`config.mk`:
```
export PLATFORM = sky130hd
export DESIGN_NAME = fetch_stage
export DESIGN_NICKNAME = d
export VERILOG_FILES = /design/src/rtl/fetch_stage.sv
export SDC_FILE = /design/constraint.sdc
export NUM_CORES = 1
export LEC_CHECK = 0
export ABC_AREA = 1
export BUFFER_PORTS_ARGS = -buffer_cell sky130_fd_sc_hd__buf_2
export CORE_MARGIN = 5
export CORE_UTILIZATION = 54
export CTS_CLUSTER_DIAMETER = 100
export CTS_CLUSTER_SIZE = 24
export DETAILED_ROUTE_END_ITERATION = 10
export PLACE_DENSITY_LB_ADDON = 0.1
export SLEW_MARGIN = 10
export SYNTH_ARGS = -nofsm -noshare
export SYNTH_HDL_FRONTEND = slang
export SYNTH_SLANG_ARGS = --single-unit
export TNS_END_PERCENT = 1
```
`constraint.sdc`:
```
create_clock -name clk -period 5.8 [get_ports clk]
set_input_delay 0.58 -clock clk [delete_from_list [all_inputs] [get_ports clk]]
set_output_delay 0.58 -clock clk [all_outputs]
set_load 0.05 [all_outputs]
```
`src/rtl/fetch_stage.sv`:
```
// Instruction-fetch stage: owns the PC, drives instr_mem address, fills the IF/ID register.
// Optional macro FETCH_MISALIGN_TRAP_EN: misaligned redirects go to TRAP_VEC and pulse misalign_trap.
module fetch_stage #(
  parameter logic [31:0] RESET_PC  = 32'h0000_0000,
  parameter logic [31:0] NOP_INSTR = 32'h0000_0013,
  parameter logic [31:0] TRAP_VEC  = 32'h0000_0100
) (
  input  logic        clk,
  input  logic        rst,
  input  logic        stall_f,
  input  logic        flush_d,
  input  logic        pc_src_e,
  input  logic [31:0] pc_target_e,
  output logic [31:0] a_instr,
  input  logic [31:0] rd_instr,
  output logic [31:0] instr_d,
  output logic [31:0] pc_d,
  output logic [31:0] pc_plus4_d,
  output logic        valid_d
`ifdef FETCH_MISALIGN_TRAP_EN
  ,
  output logic        misalign_trap
`endif
);

  logic [31:0] pc;
  logic [31:0] pc_plus4;
  logic [31:0] target_aligned;
  logic [31:0] redirect_pc;
  logic        target_misaligned;

  assign a_instr           = pc;
  assign pc_plus4          = pc + 32'd4;
  assign target_aligned    = {pc_target_e[31:2], 2'b00};
  assign target_misaligned = |pc_target_e[1:0];

`ifdef FETCH_MISALIGN_TRAP_EN
  assign redirect_pc = target_misaligned ? TRAP_VEC : target_aligned;
`else
  // Low target bits are silently dropped; the trap vector has no use here.
  logic unused_misalign;
  assign unused_misalign = ^{target_misaligned, TRAP_VEC};
  assign redirect_pc     = target_aligned;
`endif

  // Priority: redirect > stall (flush still bubbles IF/ID) > flush > sequential fetch.
  always_ff @(posedge clk or posedge rst) begin
    if (rst) begin
      pc         <= RESET_PC;
      instr_d    <= NOP_INSTR;
      pc_d       <= 32'd0;
      pc_plus4_d <= 32'd0;
      valid_d    <= 1'b0;
`ifdef FETCH_MISALIGN_TRAP_EN
      misalign_trap <= 1'b0;
`endif
    end else begin
`ifdef FETCH_MISALIGN_TRAP_EN
      misalign_trap <= pc_src_e & target_misaligned;
`endif
      if (pc_src_e) begin
        pc      <= redirect_pc;
        instr_d <= NOP_INSTR;
        valid_d <= 1'b0;
      end else if (stall_f) begin
        if (flush_d) begin
          instr_d <= NOP_INSTR;
          valid_d <= 1'b0;
        end
      end else if (flush_d) begin
        pc      <= pc_plus4;
        instr_d <= NOP_INSTR;
        valid_d <= 1'b0;
      end else begin
        pc         <= pc_plus4;
        instr_d    <= rd_instr;
        pc_d       <= pc;
        pc_plus4_d <= pc_plus4;
        valid_d    <= 1'b1;
      end
    end
  end

endmodule

```
==> summary.md <==
| Metric | Value |
|---|---|
| Outcome | complete, no violations |
| Number of port buffers | 189 |
| Routed vias/inst | 5.10 |
| Avg WL per Cell | 15.0 um |
| Fin crit period | 3040 ps |
| Tightest Hold Check Type | input pin to asynchronous set/reset pin |
| Maximum clock rate | 0.329 GHz |
| Setup violators final | 0 |
| Compound-cell area share of the yosys netlist | 0.116 |
| IO Count | 198 |
| Hold Vio Cnt, Final | 0 |
| Antenna violations before repair | 0 |
| RSZ-0062 raised after global routing | no |
| Final ANT Viol Nets | 0 |
| Top Family by Delay on Critical Path | simple AND/OR/NAND/NOR gates |
| Hold WS | 180 ps |
| Largest family of logic cells by synthesized area | simple AND/OR/NAND/NOR gates |
| Total power | 0.00284 W |
| Sequential cell area fraction in the yosys report | 0.551 |
| Initial DRC count | 309 |
| Share of cells above drive strength 1 | 0.277 |
| Yosys reg bits | 123 |
| Most used cell along the critical path | inv_2 |
| Vias in the first global route | 4986 |
| H-tree lvl count | 4 |
| Slowest cell on the critical path | nor2_8 |
| Cell Chain, Critical Path | buf_2 -> nor2_4 -> inv_2 -> nor2_8 -> inv_2 -> buf_4 -> nand2_1 -> o21ai_0 |
| MaxCap Viol Count | 0 |
| Largest net degree at the start of global routing | 92 |
| Critical Path RT | 6150 ps |
| Crit path launch type | input pin |
| Post-synthesis cell area | 5590 um2 |
| Initial DRT Pass Iterations | 6 |
| Crit-path max cell delay | 650 ps |
| Hold-fix buffers at CTS | 0 |
| Max VDD drop | 0.199 mV |
| Post-synth EDFFs | 0 |
| CTS Sinks | 123 |
| Crit path kind | input pin to register |
| Latest clock arrival within the worst-skew pair | 510 ps |
| Synth Instances | 666 |
| Mux contribution to synthesized area | 0 |
| Netlist cell types | 26 |
| TritonCTS clock tree | done |
| Ant diodes | 0 |
| DP Wirelength | 10.4 mm |
| Slew headroom | 0.206 |
| Residual DRC | 0 |
| Simple-gate portion of the synthesized area | 0.236 |
| Fin nets | 919 |
| Adder-cell share of the synthesized area | 0.00224 |
| Bufs and invs on worst path | 4 |
| Layout Area Growth over Synthesis | 28.6% |
| Post-CTS resize count | 0 |
| Post-Route Setup TNS | 0 ps |
| Crit. End Element | register |
| Clk pin slew, worst setup/hold paths | 60 ps |
| Maximum clock insertion buffer count | 2 |
| # rows | 37 |
| Post-synth top flop | dfrtp_1 |
| Final slew viol count | 0 |
| YS warnings | 0 |
| Die Width | 112 um |
| CORE AREA | 10200 um2 |
| Overflow after GRT | 0 |
| Global-route usage over all layers | 0.245 |
| GP Congestion | 0.821 |
| Global-route wire length before repair | 24.9 mm |
| Inserted Clock Buffers | 17 |
| Root buffer cell | clkbuf_8 |
| Post-synthesis xor/xnor area fraction | 0.0235 |
| Die Footprint | 12500 um2 |
| Setup bufs post-CTS | 0 |
| Die height | 112 um |
| Asr flop ratio synth | 1.00 |
| Via count | 5085 |
| Critical Path Fanout Max | 91 |
| Pwr dens | 395 nW/um2 |
| Crit share post-route | 0.524 |
| Worst Skew | 5.84 ps |
| Syn_area_per_cell | 8.40 um2 |
| Initial core utilization | 0.547 |
| Actual slew at the worst max-slew pin | 1190 ps |
| Worst path arrival time | 3390 ps |
| Leak | 3.99 nW |
| Post-Route WL | 15.0 mm |
[state kept, by name (all words and copies together) (netlist names)]
signal,cells
instr_d,32
a_instr,30
pc_plus4_d,30
valid_d,1
pc_d,30
[logic make-up (layout without fill, tap and decap cells)]
group,count (synthesis),after routing
AOI/OAI and AO/OA,101,101
adders and majority gates,1,1
other,1,6
buffers and inverters,96,287
xor gates and xnor gates,15,15
DFF,123,123
and+or+nand+nor,329,329
[per-stage QoR]
step	cell area [um2]	utilization	instances	setup WS, ps
after floorplan	5610	-	671	1950
after global placement	6590	0.644	966	2350
after detailed placement	6590	0.644	966	2250
after CTS	7190	0.703	998	2780
after global routing	7190	0.703	998	2550
final	7190	0.703	998	2760
[where the power goes]
part	internal, W	switching [W]	total, W
sequential	0.000964	0.0000780	0.00104
combinational	0.000157	0.000577	0.000734
clock	0.000688	0.000375	0.00106
[layout by cell type (no fill, tap or decap)]
| cell type | netlist | layout |
|---|---|---|
| o22a_1 | 3 | 3 |
| o211ai_1 | 5 | 5 |
| nor2_2 | 4 | 5 |
| xnor2_1 | 1 | 1 |
| o21bai_1 | 4 | 4 |
| inv_2 | 2 | 2 |
| nand3_1 | 13 | 13 |
| clkbuf_8 | 0 | 4 |
| bufinv_16 | 0 | 3 |
| nor2_1 | 32 | 31 |
| a22o_1 | 29 | 29 |
| clkinvlp_4 | 0 | 3 |
| nand2_2 | 2 | 2 |
| inv_1 | 62 | 61 |
| o21ai_0 | 53 | 53 |
| clkbuf_16 | 0 | 16 |
| nand2_1 | 271 | 271 |
| dfstp_2 | 3 | 3 |
| clkbuf_1 | 15 | 2 |
| nor2_8 | 1 | 1 |
| o21ai_1 | 7 | 7 |
| ha_1 | 1 | 1 |
| and2_1 | 2 | 2 |
| xor2_1 | 14 | 14 |
| buf_4 | 7 | 2 |
| clkinv_4 | 0 | 2 |
| inv_4 | 0 | 1 |
| dfrtp_1 | 120 | 120 |
| conb_1 | 1 | 6 |
| nor2_4 | 4 | 4 |
| buf_2 | 8 | 189 |
| clkinv_2 | 0 | 2 |
[metal layers]
layer  share of wire  GRT usage  wire length (um)  vias up
met4           0.011     0.0673               169        0
li1                -          -                 -     2448
met5               0          0                 0        -
met1            0.42      0.321              6340     2419
met2            0.49      0.401              7270      201
met3           0.079     0.0712              1180       17
[synthesized netlist by cell type (5+ instances only)]
cell,n,area share
buf_4,7,0.0094
o21ai_1,7,0.0063
nor2_1,32,0.021
clkbuf_1,15,0.010
inv_1,62,0.042
buf_2,8,0.0072
nand3_1,13,0.012
a22o_1,29,0.045
dfrtp_1,120,0.54
o211ai_1,5,0.0067
xor2_1,14,0.022
o21ai_0,53,0.047
nand2_1,271,0.18
[worst paths after layout]
check	start	to	slack, ps	cells past startpoint
min reg2reg	pc_d[4]	pc_d[4]	470	2
max	pc_src_e	pc_d[23]	2760	8
min in group clk	rd_instr[11]	instr_d[11]	280	2
max reg2reg	a_instr[3]	pc_plus4_d[14]	3930	8
max in group asynchronous	rst	pc_plus4_d[27]	4300	3
min	rst	instr_d[24]	180	2
[layout make-up]
type,instances,area (um2)
Fill cell,845,3040
Multi-Input combinational cell,452,2130
Clock inverter,10,140
Sequential cell,123,3080
Tap cell,136,170
Inverter,64,243
Timing Repair Buffer,191,961
Clock buffer,22,463
Note: power is estimated with default switching activity, not from simulation.
